==> src/rtl/axis_tg_pkt_if.sv <==
// AXI-Stream link carrying generated packets from the traffic generator towards a NoC ingress.
interface axis_tg_pkt_if #(
  parameter int unsigned TDATA_WIDTH = 512,
  parameter int unsigned TDEST_WIDTH = 2,
  parameter int unsigned TID_WIDTH   = 2
);
  logic                   tvalid;
  logic                   tready;
  logic [TDATA_WIDTH-1:0] tdata;
  logic                   tlast;
  logic [TID_WIDTH-1:0]   tid;
  logic [TDEST_WIDTH-1:0] tdest;

  modport master (output tvalid, tdata, tlast, tid, tdest, input tready);
  modport slave  (input tvalid, tdata, tlast, tid, tdest, output tready);
endinterface

==> src/rtl/axis_tg_pkt.sv <==
// Multi-flit AXI-Stream packet generator with LFSR-paced offered load, a saturating credit
// bucket and selectable destination patterns; payload carries timestamp, sequence and flit index.
module axis_tg_pkt #(
  parameter int unsigned TID          = 0,
  parameter int unsigned TDATA_WIDTH  = 512,
  parameter int unsigned TDEST_WIDTH  = 2,
  parameter int unsigned TID_WIDTH    = 2,
  parameter int unsigned COUNT_WIDTH  = 32,
  parameter int unsigned MAX_FLITS    = 8,
  parameter int unsigned CREDIT_WIDTH = 4,
  parameter logic [63:0] DEST_SEED    = 64'h48D34421DF9848B,
  parameter logic [15:0] LOAD_SEED    = 16'h92DA,
  localparam int unsigned LEN_WIDTH   = $clog2(MAX_FLITS + 1),
  localparam int unsigned NUM_DEST    = 2 ** TDEST_WIDTH,
  localparam int unsigned HALF_W      = TDATA_WIDTH / 2
) (
  input  logic                                 clk,
  input  logic                                 rst,
  input  logic [15:0]                          load,
  input  logic [COUNT_WIDTH-1:0]               num_packets,
  input  logic [LEN_WIDTH-1:0]                 pkt_len,
  input  logic [1:0]                           mode,
  input  logic [TDEST_WIDTH-1:0]               fixed_dest,
  input  logic                                 start,
  input  logic [HALF_W-1:0]                    ticks,
  output logic                                 done,
  output logic [NUM_DEST-1:0][COUNT_WIDTH-1:0] sent_packets,
  axis_tg_pkt_if.master                        axis_out
);

  typedef enum logic {StIdle, StRun} state_e;

  state_e                               state_q, state_d;
  logic                                 in_pkt_q, in_pkt_d;
  logic [CREDIT_WIDTH-1:0]              credit_q, credit_d;
  logic [COUNT_WIDTH-1:0]               started_q, started_d;
  logic [COUNT_WIDTH-1:0]               completed_q, completed_d;
  logic [NUM_DEST-1:0][COUNT_WIDTH-1:0] sent_q, sent_d;
  logic [LEN_WIDTH-1:0]                 flit_idx_q, flit_idx_d;
  logic [LEN_WIDTH-1:0]                 len_q, len_d;
  logic [TDEST_WIDTH-1:0]               dest_q, dest_d;
  logic [HALF_W-1:0]                    tick_q, tick_d;
  logic [COUNT_WIDTH-1:0]               seq_q, seq_d;
  logic [15:0]                          load_lfsr_q, load_lfsr_d;
  logic [63:0]                          dest_lfsr_q, dest_lfsr_d;

  logic                   running, hs, last_flit, earn, pkt_start;
  logic [LEN_WIDTH-1:0]   len_sel;
  logic [TDEST_WIDTH-1:0] new_dest;

  assign running   = (state_q == StRun);
  assign last_flit = in_pkt_q && (flit_idx_q == len_q - 1'b1);
  assign hs        = in_pkt_q && axis_out.tready;
  assign earn      = running && (load_lfsr_q < load);
  // A new packet may start on the same edge the previous one's last flit is accepted.
  assign pkt_start = running && (!in_pkt_q || (hs && last_flit)) && (credit_q != '0) &&
                     (started_q < num_packets);

  always_comb begin
    len_sel = pkt_len;
    if (pkt_len == '0) begin
      len_sel = LEN_WIDTH'(1);
    end else if (pkt_len > LEN_WIDTH'(MAX_FLITS)) begin
      len_sel = LEN_WIDTH'(MAX_FLITS);
    end
    unique case (mode)
      2'd0:    new_dest = dest_lfsr_q[TDEST_WIDTH-1:0];
      2'd1:    new_dest = ~TDEST_WIDTH'(TID);
      2'd2:    new_dest = TDEST_WIDTH'(TID + 1);
      default: new_dest = fixed_dest;
    endcase
  end

  always_comb begin
    state_d     = state_q;
    in_pkt_d    = in_pkt_q;
    credit_d    = credit_q;
    started_d   = started_q;
    completed_d = completed_q;
    sent_d      = sent_q;
    flit_idx_d  = flit_idx_q;
    len_d       = len_q;
    dest_d      = dest_q;
    tick_d      = tick_q;
    seq_d       = seq_q;
    dest_lfsr_d = dest_lfsr_q;
    load_lfsr_d = {load_lfsr_q[14:0],
                   ~(load_lfsr_q[15] ^ load_lfsr_q[14] ^ load_lfsr_q[12] ^ load_lfsr_q[3])};

    unique case (state_q)
      StIdle: begin
        if (start) begin
          state_d     = StRun;
          credit_d    = '0;
          started_d   = '0;
          completed_d = '0;
          sent_d      = '0;
        end
      end
      default: begin
        if ((completed_q == num_packets) && !in_pkt_q) state_d = StIdle;
      end
    endcase

    if (earn && !pkt_start) begin
      if (credit_q != '1) credit_d = credit_q + 1'b1;
    end else if (!earn && pkt_start) begin
      credit_d = credit_q - 1'b1;
    end

    if (hs) begin
      if (last_flit) begin
        in_pkt_d        = 1'b0;
        flit_idx_d      = '0;
        completed_d     = completed_q + 1'b1;
        sent_d[dest_q]  = sent_q[dest_q] + 1'b1;
      end else begin
        flit_idx_d = flit_idx_q + 1'b1;
      end
    end

    if (pkt_start) begin
      in_pkt_d   = 1'b1;
      flit_idx_d = '0;
      started_d  = started_q + 1'b1;
      len_d      = len_sel;
      dest_d     = new_dest;
      tick_d     = ticks;
      // Post-update count so a back-to-back packet to the same destination gets the next seq.
      seq_d      = sent_d[new_dest];
      if (mode == 2'd0) begin
        dest_lfsr_d = {dest_lfsr_q[62:0],
                       ~(dest_lfsr_q[63] ^ dest_lfsr_q[62] ^ dest_lfsr_q[60] ^ dest_lfsr_q[59])};
      end
    end
  end

  always_ff @(posedge clk or posedge rst) begin
    if (rst) begin
      state_q     <= StIdle;
      in_pkt_q    <= 1'b0;
      credit_q    <= '0;
      started_q   <= '0;
      completed_q <= '0;
      sent_q      <= '0;
      flit_idx_q  <= '0;
      len_q       <= '0;
      dest_q      <= '0;
      tick_q      <= '0;
      seq_q       <= '0;
      load_lfsr_q <= LOAD_SEED;
      dest_lfsr_q <= DEST_SEED;
    end else begin
      state_q     <= state_d;
      in_pkt_q    <= in_pkt_d;
      credit_q    <= credit_d;
      started_q   <= started_d;
      completed_q <= completed_d;
      sent_q      <= sent_d;
      flit_idx_q  <= flit_idx_d;
      len_q       <= len_d;
      dest_q      <= dest_d;
      tick_q      <= tick_d;
      seq_q       <= seq_d;
      load_lfsr_q <= load_lfsr_d;
      dest_lfsr_q <= dest_lfsr_d;
    end
  end

  always_comb begin
    axis_out.tdata                          = '0;
    axis_out.tdata[COUNT_WIDTH-1:0]         = seq_q;
    axis_out.tdata[COUNT_WIDTH +: 8]        = 8'(flit_idx_q);
    axis_out.tdata[TDATA_WIDTH-1 -: HALF_W] = tick_q;
  end

  assign axis_out.tvalid = in_pkt_q;
  assign axis_out.tlast  = last_flit;
  assign axis_out.tdest  = dest_q;
  assign axis_out.tid    = TID_WIDTH'(TID);
  assign done            = (state_q == StIdle);
  assign sent_packets    = sent_q;

endmodule
==> src/flat_wrapper.sv <==
// flat-port wrapper written by rule: the top's interface ports become plain ports
module axis_tg_pkt_flat 
#(
  parameter int unsigned TID          = 0,
  parameter int unsigned TDATA_WIDTH  = 512,
  parameter int unsigned TDEST_WIDTH  = 2,
  parameter int unsigned TID_WIDTH    = 2,
  parameter int unsigned COUNT_WIDTH  = 32,
  parameter int unsigned MAX_FLITS    = 8,
  parameter int unsigned CREDIT_WIDTH = 4,
  parameter logic [63:0] DEST_SEED    = 64'h48D34421DF9848B,
  parameter logic [15:0] LOAD_SEED    = 16'h92DA,
  localparam int unsigned LEN_WIDTH   = $clog2(MAX_FLITS + 1),
  localparam int unsigned NUM_DEST    = 2 ** TDEST_WIDTH,
  localparam int unsigned HALF_W      = TDATA_WIDTH / 2
)
  (clk, rst, load, num_packets, pkt_len, mode, fixed_dest, start, ticks, done, sent_packets, axis_out_tvalid, axis_out_tdata, axis_out_tlast, axis_out_tid, axis_out_tdest, axis_out_tready);
  axis_tg_pkt_if #(.TDATA_WIDTH(TDATA_WIDTH), .TDEST_WIDTH(TDEST_WIDTH), .TID_WIDTH(TID_WIDTH)) axis_out_i ();
  input  logic clk;
  input  logic rst;
  input  logic [15:0] load;
  input  logic [COUNT_WIDTH-1:0] num_packets;
  input  logic [LEN_WIDTH-1:0] pkt_len;
  input  logic [1:0] mode;
  input  logic [TDEST_WIDTH-1:0] fixed_dest;
  input  logic start;
  input  logic [HALF_W-1:0] ticks;
  output logic done;
  output logic [NUM_DEST-1:0][COUNT_WIDTH-1:0] sent_packets;
  output wire logic [$bits(axis_out_i.tvalid)-1:0] axis_out_tvalid;
  output wire logic [$bits(axis_out_i.tdata)-1:0] axis_out_tdata;
  output wire logic [$bits(axis_out_i.tlast)-1:0] axis_out_tlast;
  output wire logic [$bits(axis_out_i.tid)-1:0] axis_out_tid;
  output wire logic [$bits(axis_out_i.tdest)-1:0] axis_out_tdest;
  input wire logic [$bits(axis_out_i.tready)-1:0] axis_out_tready;
  assign axis_out_tvalid = axis_out_i.tvalid;
  assign axis_out_tdata = axis_out_i.tdata;
  assign axis_out_tlast = axis_out_i.tlast;
  assign axis_out_tid = axis_out_i.tid;
  assign axis_out_tdest = axis_out_i.tdest;
  assign axis_out_i.tready = axis_out_tready;
  axis_tg_pkt #(.TID(TID), .TDATA_WIDTH(TDATA_WIDTH), .TDEST_WIDTH(TDEST_WIDTH), .TID_WIDTH(TID_WIDTH), .COUNT_WIDTH(COUNT_WIDTH), .MAX_FLITS(MAX_FLITS), .CREDIT_WIDTH(CREDIT_WIDTH), .DEST_SEED(DEST_SEED), .LOAD_SEED(LOAD_SEED)) u_core (.clk(clk), .rst(rst), .load(load), .num_packets(num_packets), .pkt_len(pkt_len), .mode(mode), .fixed_dest(fixed_dest), .start(start), .ticks(ticks), .done(done), .sent_packets(sent_packets), .axis_out(axis_out_i));
endmodule
==> config.mk <==
export PLATFORM = sky130hd
export DESIGN_NAME = axis_tg_pkt_flat
export DESIGN_NICKNAME = d
export VERILOG_FILES = /design/src/rtl/axis_tg_pkt_if.sv /design/src/rtl/axis_tg_pkt.sv /design/src/flat_wrapper.sv
export SDC_FILE = /design/constraint.sdc
export NUM_CORES = 1
export LEC_CHECK = 0
export CAP_MARGIN = 10
export CORE_AREA = 4 4 377 379
export DETAILED_ROUTE_END_ITERATION = 10
export DIE_AREA = 0 0 381 383
export GPL_ROUTABILITY_DRIVEN = 0
export SLEW_MARGIN = 30
export SYNTH_ARGS = -nofsm -noshare
export SYNTH_HDL_FRONTEND = slang
export SYNTH_SLANG_ARGS = --single-unit
==> constraint.sdc <==
create_clock -name clk -period 35.3 [get_ports clk]
set_clock_uncertainty 0.15 [all_clocks]
set_input_delay 5.295 -clock clk [delete_from_list [all_inputs] [get_ports clk]]
set_output_delay 5.295 -clock clk [all_outputs]
set_load 0.01 [all_outputs]
# Word level (Yosys, flattened, before mapping)
# Index checks and enable logic that the tools add are counted.
[op_classes] n_reduce_logical=24 bitwise_logic=9 add_sub_neg=7 order_cmp=6 n_mux=35 eq_ne=6
[ops] cell="$mux W128" count=4
[ops] cell="$mux W32" count=10
[ops] cell="$bmux W32 S2" count=2
[ops] cell="$bwmux W128" count=1
[ops] cell="$add A32 B1 Y32 const B" count=3
[ops] cell="$demux W32 S2" count=1
[ops] cell="$mux W4" count=10
[ops] cell="$eq A32 B32 Y1" count=1
[ops] cell="$lt A32 B32 Y1" count=1
[ops] cell="$lt A16 B16 Y1" count=1
[ops] cell="$logic_and A1 B1 Y1" count=11
[ops] cell="$add A4 B1 Y4 const B" count=2
[ops] cell="$sub A4 B1 Y4 const B" count=2
[ops] cell="$lt A2 B3 Y1 const B" count=2
[ops] cell="$mux W1" count=6
[ops] cell="$pmux W2 S3" count=1
[ops] cell="$reduce_and A2 Y1" count=3
[ops] cell="$reduce_bool A2 Y1" count=3
[ops] cell="$xor A1 B1 Y1" count=6
[ops] cell="$eq A4 B4 Y1" count=1
[ops] cell="$gt A4 B4 Y1 const B" count=1
[ops] cell="$logic_not A4 Y1" count=1
[ops] cell="$ne A4 B4 Y1 const B" count=1
[ops] cell="$reduce_bool A4 Y1" count=1
[ops] cell="8 further kinds" count=12
[word_totals] out_inout_bits=647 inputBits=316 wordCells=103 reg_bits=576

# Depth between registers and ports, before layout
# Gate-level depths: netlist of run 1.
[depth] word_depth=11 mapped_depth=14 mapped_depth_nobuf=10

# Least setup slack after synthesis of run 1
# Ideal clock, no wire load.
[synth_timing] kind="input to register" startpoint="input num_packets[19]" endpoint="register u_core.started_q[1]" setup_slack_ns=27.113 required_time_ns=35.084 n_path_buf=2 stages=12 setup_time_ns=0.066 t_arrival_ns=7.971 path_cell_list="inv_1 ha_1 a2111oi_0 o21ai_0 a311oi_1 o311ai_0 or3b_2 a21oi_2 clkbuf_1 clkbuf_1 nand2_1 nand2_1"
[synth_via] elab_chain_len=4 elab_cells_between_ends=6 cone_classes="1 x order compare; 1 x eq/ne; 1 x mux; 3 x reduce/logical"
[synth_lines] element="start, declared" line="flat_wrapper.sv:22" rtl="input logic [COUNT_WIDTH-1:0] num_packets;"
[synth_lines] element="$lt A32 B32 Y1 (*)" line="axis_tg_pkt.sv:57" rtl="(started_q < num_packets);"
[synth_lines] element="$logic_and A1 B1 Y1 (*)" line="axis_tg_pkt.sv:56" rtl="assign pkt_start = running && (!in_pkt_q || (hs && last_flit)) && (credit_q != '0) &&"
[synth_lines] element="$ne A2 B2 Y1 (no source line) or $reduce_bool A2 Y1 (tied branches)"
[synth_lines] element="$reduce_and A2 Y1 (no source line)"
[synth_lines] element="end signal, assigned" line="axis_tg_pkt.sv:157" rtl="started_q <= started_d;"
[synth_lines] element="end, declared" line="axis_tg_pkt.sv:36" rtl="logic [COUNT_WIDTH-1:0] started_q, started_d;"
# Every way passes the cells marked *; elsewhere a longest branch is shown, timed or not.
# A chain may end at the register's enable or synchronous reset.

# Worst setup path in the final report of run 1
[layout_timing] startpoint="input num_packets[19]" endpoint="register u_core.seq_q[1]"
[layout_via] elab_chain_len=2
[layout_lines] element="$lt A32 B32 Y1" line="axis_tg_pkt.sv:57"
[layout_lines] element="$logic_and A1 B1 Y1" line="axis_tg_pkt.sv:56"
[layout_lines] element="end signal, assigned" line="axis_tg_pkt.sv:164" rtl="seq_q <= seq_d;"
[layout_lines] element="end, declared" line="axis_tg_pkt.sv:43" rtl="logic [COUNT_WIDTH-1:0] seq_q, seq_d;"
# No other way between the ends.

==> impl_metrics.ini, run 1 <==
[clock_network]
ctsResizeCount = 0
clkLatencyLatePin_ns = 0.66
cts_max_level = 3
cts_hold_buffers = 0
cts_tree = built
cts_max_path_buffers = 3
clockRootBuffer = clkbuf_16
clkSinkCount = 576
numCtsBuffers = 71
postCtsSetupBuffers = 0
clk_pin_slew_ns = 0.06

[floorplan]
fp.dieArea_um2 = 146000
core-area_um2 = 139000
fp-row-count = 137
die_w_um = 381
ioPinCount = 963
die_h_um = 383
start_util_pct = 20.9

[synthesis]
syn-cell-area_um2 = 29100
synth_cell_type_count = 79
async_reset_ff_share_pct = 100
postSynthCellCount = 3091
postSynthRegisterBits = 576
syn_area_per_cell_um2 = 9.41
synth_top_area_share_pct = 46.6
synth_top_area_cell = dfrtp_1
yosysSeqAreaShare_pct = 49.7
synth_edf_count = 0
synthFlopType = dfrtp_1
yosys_warnings = 0
synthTopCellsByArea = dfrtp_1 (47%), nand2_1 (12%), buf_4 (5.8%)

[final_layout]
multiInputGateArea_um2 = 12900
fillers = 14500
layout.nets = 4144
syn_to_final_growth_pct = 37.5
drive_gt1_share_pct = 8.70
regArea_um2 = 14500

[routing]
drcViolationCount = 0
vias = 25600
antenna_left = 0
drt-total-wl_um = 140000
drtPass1Iterations = 5
viasPerCell = 4.53
routedWlPerCell_um = 24.7
drtIter0Drc = 2232

[job]
cap_violations = 0

[sta]
setup_viol = 0
slew_headroom_pct = 40.0
tns_ns = 0
rsz0062_at_grt = no
tightest_slew_ns = 0.900
hold_violations = 0
whs_ns = 0.218
setup_ws_ns = 25.03
report.final.slew_viol_count = 0
clock.fmax_mhz = 97.4
min_period_ns = 10.27
period_share_pct = 29.1

[global_routing]
overflow = 0
grt_max_degree = 174
grt_util_all_layers_pct = 18.4
antenna_found_initial = 58
grt_first_pass_wirelength_um = 194000
grt_pass1_vias = 24700

[setup_path]
cp.required_ns = 35.68
cp_top_family = buffers and inverters
critPathCaptureType = flip-flop
worstSetupPathDepth = 13
start_kind = input port
max_stage_delay_ns = 0.70
r2r_slack_ns = 29.76
critPathSlowestCell = buf_6
cp_max_fo = 173
reg2reg_depth = 11
crit_buf_inv = 5
crit_type = input port to flip-flop
critical_path_arrival_ns = 10.65
cp_cell_sequence = clkdlybuf4s50_1 -> inv_1 -> ha_1 -> a2111oi_0 -> o21ai_0 -> a311oi_1 -> o311ai_0 -> or3b_2 -> a21oi_4 -> buf_4 -> buf_12 -> buf_6 -> mux2_2
r2r_end = u_core.seq_q[1]$_DFFE_PP0P_
reg2reg_from = u_core.started_q[19]$_DFFE_PP0P_

[place]
pre_cts_ws_ns = 24.24
port_buffers = 740
dp_hpwl_um = 108000

[run_status]
status = finished clean

[power]
power.leakage_nw = 17.9
peakVddDrop_uv = 47.7
power_density_nw_per_um2 = 69.2

[worst_hold_path]
min_path_type = flip-flop to flip-flop
whs_endpoint = u_core.load_lfsr_q[7]$_DFF_PP1_
whs_path_depth = 0
min_from = u_core.load_lfsr_q[6]$_DFF_PP1_
[flip-flops by register name (all words and copies together) (netlist names)]
name and flops:
u_core.tick_q 256, u_core.seq_q 32, u_core.completed_q 32, u_core.axis_out.tdest 2
u_core.credit_q 4, u_core.sent_packets 128, u_core.started_q 32, u_core.running 1
u_core.load_lfsr_q 16, u_core.flit_idx_q 4, u_core.axis_out.tvalid 1, u_core.len_q 4
u_core.dest_lfsr_q 64
[kinds of logic (layout without fill, tap and decap cells)]
kind of cell               Yosys count  in the layout  synth area share [%]
muxes                              173            173                  7.99
xor gates and xnor gates            80             80                  2.59
adders and majority gates           56             56                  2.41
DFF                                576            576                  49.7
buffers and inverters              462            977                  9.02
AOI/OAI and AO/OA                  397            397                  8.49
and+or+nand+nor                   1346           1346                  19.8
other                                1            234                0.0129
[per-layer routing]
layer	GRT usage, %	vias to the layer above	wire (um)
met3	5.81	245	13400
met5	0	-	26
met4	5.34	4	4380
met1	22.6	12700	54500
met2	30.9	1216	67300
li1	-	11400	-
[per-stage QoR]
| stage | std cells | instance area [um2] | power [mW] | utilization [%] |
|---|---|---|---|---|
| 2_1_floorplan | 3312 | 29900 | 1.43 | - |
| 3_3_place_gp | 5505 | 37600 | 2.03 | 27.1 |
| 3_5_place_dp | 5506 | 37700 | 2.04 | 27.1 |
| 4_1_cts | 5634 | 39900 | 2.80 | 28.8 |
| 5_1_grt | 5638 | 40000 | 2.93 | 28.8 |
| 6_report | 5646 | 40000 | 2.77 | 28.8 |
[Yosys cell counts (16+ instances only)]
| library cell | instances |
|---|---|
| nand2_1 | 948 |
| dfrtp_1 | 542 |
| buf_4 | 225 |
| o21ai_0 | 182 |
| nand3_1 | 156 |
| clkbuf_1 | 128 |
| mux2_2 | 79 |
| inv_1 | 70 |
| nor2_1 | 67 |
| mux2i_1 | 57 |
| ha_1 | 56 |
| a21oi_1 | 47 |
| nand4_1 | 46 |
| xnor2_1 | 40 |
| o211ai_1 | 36 |
| xor2_1 | 35 |
| dfstp_2 | 34 |
| mux4_2 | 29 |
| and3_1 | 25 |
| buf_1 | 25 |
| nor3_1 | 25 |
| a21o_1 | 17 |
| a31oi_1 | 16 |
[how the worst max path moves through the flow]
stage	from	end	slack, ns
after floorplan	rst	u_core.axis_out.tdest[0]$_DFFE_PP0P_	13.80
after global placement	num_packets[29]	u_core.tick_q[145]$_DFFE_PP0P_	23.98
after detailed placement	num_packets[31]	u_core.tick_q[107]$_DFFE_PP0P_	24.24
after CTS	num_packets[29]	u_core.tick_q[229]$_DFFE_PP0P_	24.95
after global routing	num_packets[29]	u_core.tick_q[208]$_DFFE_PP0P_	24.79
final	num_packets[19]	u_core.seq_q[1]$_DFFE_PP0P_	25.03
[area by class of cell]
| type | count | share of cell area [%] |
|---|---|---|
| repair buffers | 778 | 19.4 |
| flip-flops and latches | 576 | 36.2 |
| clock buffers | 102 | 4.96 |
| diodes | 12 | 0.0751 |
| multi-input cells | 2274 | 32.4 |
| inverters | 71 | 0.685 |
| well taps | 1807 | 5.66 |
| clock inverters | 26 | 0.701 |
[where the power goes]
| part | internal, mW | switching [mW] |
|---|---|---|
| Sequential | 0.837 | 0.129 |
| Combinational | 0.458 | 0.606 |
| Clock | 0.417 | 0.318 |
[worst reg2reg max path, cell delays in order (launching register included)]
cell and delay (ns):
dfrtp_1 0.46, ha_1 0.32, a2111oi_0 0.39, o21ai_0 0.15, a311oi_1 0.27, o311ai_0 0.27
or3b_2 0.57, a21oi_4 0.21, buf_4 0.61, buf_12 0.67, buf_6 0.93, mux2_2 0.41
[layout by cell type (no fill, tap or decap), types with 7 or more instances in the layout]
cell type          n
o21ai_0          181
a21o_1            17
o211ai_1          36
clkbuf_8           9
diode_2           12
clkbuf_1          22
conb_1           222
o2111ai_1         15
a31oi_1           14
mux4_2            29
a211oi_1           9
and2_1             8
dfrtp_1          540
and3_1            25
mux2i_1           57
a21oi_1           47
inv_1             69
nor2_1            67
mux4_1             8
ha_1              56
clkbuf_16         71
or2_2             10
buf_4             31
o22ai_1            7
xor2_1            35
nand4_1           46
nand2_1          947
dfstp_2           34
nor4_1            13
mux2_2            79
xnor2_1           40
clkinv_2          13
nor3_1            23
and4_1             9
nand3_1          153
clkdlybuf4s50_1  740
Power figures use the tool's default switching activity.
==> run 2: changes to the inputs <==
==> constraint.sdc (replaced) <==
create_clock -name clk -period 10.25 [get_ports clk]
set_clock_uncertainty 0.15 [all_clocks]
set_input_delay 1.5375 -clock clk [delete_from_list [all_inputs] [get_ports clk]]
set_output_delay 1.5375 -clock clk [all_outputs]
set_load 0.01 [all_outputs]
==> impl_metrics.ini, run 2 (synthesized netlist as in run 1, its figures left out) <==
[power]
combinationalPowerShare_pct = 37.6
p_sw_mw = 3.61
peakVddDrop_uv = 165
power.leakage_nw = 18.0
intPower_mw = 6.00
power_density_nw_per_um2 = 239
p_seq_share_pct = 35.1
clock_power_share_pct = 27.3
switching_share_pct = 37.6

[place]
dp_hpwl_um = 106000
place_inst = 5500
port_buffers = 740

[run_status]
status = finished clean

[clock_network]
clkSinkCount = 576
clockRootBuffer = clkbuf_16
cts_tree = built
clk_pin_slew_ns = 0.06
cts_hold_buffers = 0
postCtsSetupBuffers = 0
clkLatencyLatePin_ns = 0.66
numCtsBuffers = 75
cts_max_level = 3
cts_max_path_buffers = 3
ctsResizeCount = 0

[setup_path]
max_stage_delay_ns = 0.81
critPathSlowestCell = nand4_1
critical_path_arrival_ns = 6.18
reg2reg_depth = 11
cp_common_cell = nand2_1
r2r_slack_ns = 4.98
r2r_end = u_core.seq_q[16]$_DFFE_PP0P_
critPathCaptureType = flip-flop
endpoint = u_core.seq_q[16]$_DFFE_PP0P_
cp_max_fo = 35
worstSetupPathDepth = 9
start_kind = input port
cp.required_ns = 10.66
crit_type = input port to flip-flop
crit_buf_inv = 2
crit_start = axis_out_tready
reg2reg_from = u_core.len_q[0]$_DFFE_PP0P_
cp_cell_sequence = clkdlybuf4s50_1 -> and2_1 -> nand4_1 -> nand2_1 -> or3b_2 -> a21oi_4 -> buf_4 -> nand2_1 -> o211ai_1
cp_top_family = simple AND/OR/NAND/NOR gates

[final_layout]
fin_util_pct = 28.9
largest_reg_flops = 256
layout.nets = 4144
final_common_cell = nand2_1
top_register = u_core.tick_q
fillers = 14500
final_cells = 5647
syn_to_final_growth_pct = 38.0
drive_gt1_share_pct = 8.70
final_cell_mix = nand2_1 (947), clkdlybuf4s50_1 (740), dfrtp_1 (540), conb_1 (222), o21ai_0 (180)

[floorplan]
core-area_um2 = 139000
die_h_um = 383
ioPinCount = 963
die_w_um = 381
start_util_pct = 20.9
fp-row-count = 137
fp.dieArea_um2 = 146000

[routing]
drcViolationCount = 0
drtPass1Iterations = 8
viasPerCell = 4.50
drtIter0Drc = 1966
antenna_left = 0
drt-total-wl_um = 139000
vias = 25400
routedWlPerCell_um = 24.6

[sta]
min_period_ns = 5.77
period_share_pct = 56.3
hold_violations = 0
clock.fmax_mhz = 173
whs_ns = 0.218
tns_ns = 0
tightest_slew_ns = 1.19
slew_headroom_pct = 20.9
report.final.slew_viol_count = 0
setup_viol = 0
rsz0062_at_grt = no

[job]
cap_violations = 0

[global_routing]
grt_pass1_vias = 24700
grt_first_pass_wirelength_um = 192000
grt_util_all_layers_pct = 18.2
grt_max_degree = 188
overflow = 0
antenna_found_initial = 55

[worst_hold_path]
min_path_type = flip-flop to flip-flop
[run 2: cell count changes in the layout (fill, tap and decap cells not counted), moves of 2 or more]
cell | before | now
buf_4 | 31 | 24
buf_12 | 1 | 7
clkbuf_16 | 71 | 76
buf_6 | 5 | 1
clkbuf_8 | 9 | 13
clkinv_2 | 13 | 10
clkbuf_1 | 22 | 20
diode_2 | 12 | 14
inv_8 | 2 | 0
[run 2: power by group through the flow]
stage	Clock [mW]	Combinational (mW)	Sequential, mW
floorplan	0	1.41	3.50
global placement	0	3.63	3.37
detailed placement	0	3.64	3.37
CTS	2.71	3.66	3.36
global route	2.80	3.94	3.44
finish	2.62	3.61	3.37
[run 2: cell type report]
cell class                 instances  area (um2)  area share, %
clock buffer                     109        2160           5.37
clock inverter                    22         235          0.586
inverter                          71         270          0.673
multi-input combinational       2274       12900           32.2
antenna                           14        35.0         0.0873
sequential                       576       14500           36.0
timing repair buffer             774        7790           19.4
tap                             1807        2260           5.63
[run 2: how the worst min path moves through the flow]
stage / from / end / slack, ns / cells past startpoint
after floorplan: u_core.load_lfsr_q[0]$_DFF_PP0_ / u_core.load_lfsr_q[1]$_DFF_PP1_ / 0.20 / 0
after global placement: u_core.load_lfsr_q[0]$_DFF_PP0_ / u_core.load_lfsr_q[1]$_DFF_PP1_ / 0.20 / 0
after detailed placement: u_core.load_lfsr_q[6]$_DFF_PP1_ / u_core.load_lfsr_q[7]$_DFF_PP1_ / 0.21 / 0
after CTS: u_core.load_lfsr_q[6]$_DFF_PP1_ / u_core.load_lfsr_q[7]$_DFF_PP1_ / 0.22 / 0
after global routing: u_core.load_lfsr_q[6]$_DFF_PP1_ / u_core.load_lfsr_q[7]$_DFF_PP1_ / 0.23 / 0
final: u_core.load_lfsr_q[0]$_DFF_PP0_ / u_core.load_lfsr_q[1]$_DFF_PP1_ / 0.22 / 0
[run 2: stage by stage]
stage	power, mW	cell area (um2)	worst slack (ns)
CTS	9.74	40000	4.50
finish	9.61	40100	4.48
floorplan	4.91	29900	0.743
global placement	7.00	37600	3.73
global route	10.2	40100	4.15
detailed placement	7.01	37700	3.79
[run 2: routing by layer]
metal	GRT usage (%)	vias to the layer above	wire, um
met1	22.0	12600	53300
met4	5.21	2	4040
met2	30.4	1186	66800
met5	0	-	18
li1	-	11400	-
met3	6.74	219	14600
[run 2: worst register-to-register path: cells and delay by family, from the launching register on]
| family | cells | cell delay [ns] |
|---|---|---|
| xor+xnor | 1 | 0.18 |
| compound gates | 2 | 0.85 |
| fa+ha+maj | 1 | 0.30 |
| simple gates | 5 | 2.71 |
| buf+inv | 2 | 0.64 |
| flops | 1 | 0.38 |
==> run 3: changes to the inputs <==
==> constraint.sdc (replaced) <==
create_clock -name clk -period 5.6 [get_ports clk]
set_clock_uncertainty 0.15 [all_clocks]
set_input_delay 0.84 -clock clk [delete_from_list [all_inputs] [get_ports clk]]
set_output_delay 0.84 -clock clk [all_outputs]
set_load 0.01 [all_outputs]
==> impl_metrics.ini, run 3 (synthesized netlist as in run 1, its figures left out) <==
[clock_network]
numCtsBuffers = 75
cts_tree = built
postCtsSetupBuffers = 0
cts_max_level = 3
clkLatencyLatePin_ns = 0.66
clkSinkCount = 576
cts_hold_buffers = 0
cts_max_path_buffers = 3
ctsResizeCount = 0
clockRootBuffer = clkbuf_16
clk_pin_slew_ns = 0.06

[final_layout]
drive_gt1_share_pct = 9.62
final_cell_area_um2 = 40500
syn_to_final_growth_pct = 39.3
largest_reg_flops = 256
fin_util_pct = 29.2
top_register = u_core.tick_q
final_cell_mix = nand2_1 (947), clkdlybuf4s50_1 (740), dfrtp_1 (540), conb_1 (222), o21ai_0 (181)
final_common_cell = nand2_1
layout.nets = 4171

[setup_path]
crit_start = u_core.axis_out.tdest[1]$_DFFE_PP0P_
cp_max_fo = 30
r2r_slack_ns = 1.42
reg2reg_from = u_core.axis_out.tdest[1]$_DFFE_PP0P_
endpoint = u_core.seq_q[23]$_DFFE_PP0P_
start_kind = flip-flop
max_stage_delay_ns = 0.63
critical_path_arrival_ns = 4.54
reg2reg_depth = 9
cp.required_ns = 5.96
critPathSlowestCell = dfrtp_2
critPathCaptureType = flip-flop
r2r_end = u_core.seq_q[23]$_DFFE_PP0P_
cp_cell_sequence = buf_4 -> mux4_2 -> and2_4 -> nor4b_2 -> nand3_1 -> xnor2_1 -> o21ai_0 -> o2111ai_1 -> o211ai_1
crit_type = flip-flop to flip-flop

[power]
power_density_nw_per_um2 = 444
total_power_mw = 18.0
p_sw_mw = 6.81
intPower_mw = 11.2
p_seq_share_pct = 34.1
combinationalPowerShare_pct = 37.8
clock_power_share_pct = 28.1
peakVddDrop_uv = 269
power.leakage_nw = 18.2
switching_share_pct = 37.8

[routing]
vias = 25500
routedWlPerCell_um = 24.9
highest_layer = met5
drtPass1Iterations = 6
dr_wl_met3_um = 14100
viasPerCell = 4.50
drcViolationCount = 0
met1Wirelength_um = 55100
drt-total-wl_um = 142000
antenna_left = 0
drtIter0Drc = 2002
wl_met2_um = 67800

[sta]
setup_viol = 0
tightest_slew_ns = 1.04
min_period_ns = 4.18
setup_ws_ns = 1.42
report.final.slew_viol_count = 0
period_share_pct = 74.7
hold_violations = 0
rsz0062_at_grt = no
slew_headroom_pct = 30.3
clock.fmax_mhz = 239
whs_ns = 0.222

[floorplan]
die_h_um = 383
fp.dieArea_um2 = 146000
start_util_pct = 20.9
fp-row-count = 137
die_w_um = 381
ioPinCount = 963
core-area_um2 = 139000

[run_status]
status = finished clean

[place]
place_area_um2 = 37900
port_buffers = 740
pre_cts_ws_ns = 0.773
dp_hpwl_um = 111000

[global_routing]
grt_max_degree = 140
grt_first_pass_wirelength_um = 197000
antenna_found_initial = 66
overflow = 0
grt_util_all_layers_pct = 18.6
grt_pass1_vias = 25100

[worst_hold_path]
min_from = u_core.load_lfsr_q[6]$_DFF_PP1_
min_path_type = flip-flop to flip-flop

[job]
cap_violations = 0
[run 3: cell type report]
class                      count  area (um2)
antenna                       11        27.5
clock buffer                 103        2150
clock inverter                33         390
fill                       14500       98300
inverter                      71         270
multi-input combinational   2274       12900
sequential                   576       14500
tap                         1807        2260
timing repair buffer         801        8020
[run 3: power groups by stage]
stage | clock network, mW | registers (mW) | logic (mW)
floorplan | 0 | 6.40 | 2.59
global placement | 0 | 6.15 | 6.82
detailed placement | 0 | 6.14 | 6.86
CTS | 5.22 | 6.12 | 6.90
global route | 5.37 | 6.27 | 7.40
finish | 5.06 | 6.13 | 6.80
[run 3: worst min path at each step]
stage	cells after the start	endpoint	slack, ns
detailed placement	0	u_core.load_lfsr_q[1]$_DFF_PP1_	0.21
global placement	0	u_core.load_lfsr_q[1]$_DFF_PP1_	0.20
global route	0	u_core.load_lfsr_q[7]$_DFF_PP1_	0.23
finish	0	u_core.load_lfsr_q[7]$_DFF_PP1_	0.22
CTS	0	u_core.load_lfsr_q[7]$_DFF_PP1_	0.22
floorplan	0	u_core.load_lfsr_q[1]$_DFF_PP1_	0.20
[run 3: worst max-delay path, delay by kind of cell, from the launching register on]
family / cells / cell delay [ns]
muxes: 1 / 0.36
DFF: 1 / 0.63
AOI/OAI and AO/OA: 3 / 0.57
xor gates and xnor gates: 1 / 0.53
and+or+nand+nor: 3 / 1.22
buffers and inverters: 1 / 0.54
[run 3: stage by stage]
step           TNS [ns]  instances
2_1_floorplan  -1774.10       3312
3_5_place_dp          0       5529
4_1_cts               0       5665
6_report              0       5676
5_1_grt               0       5669
3_3_place_gp          0       5529
[run 3: routing by layer]
metal  GRT usage [%]  vias to the layer above
li1                -                    11500
met1            22.5                    12600
met2            30.9                     1225
met3            6.95                      259
met4            5.76                       10
met5               0                        -
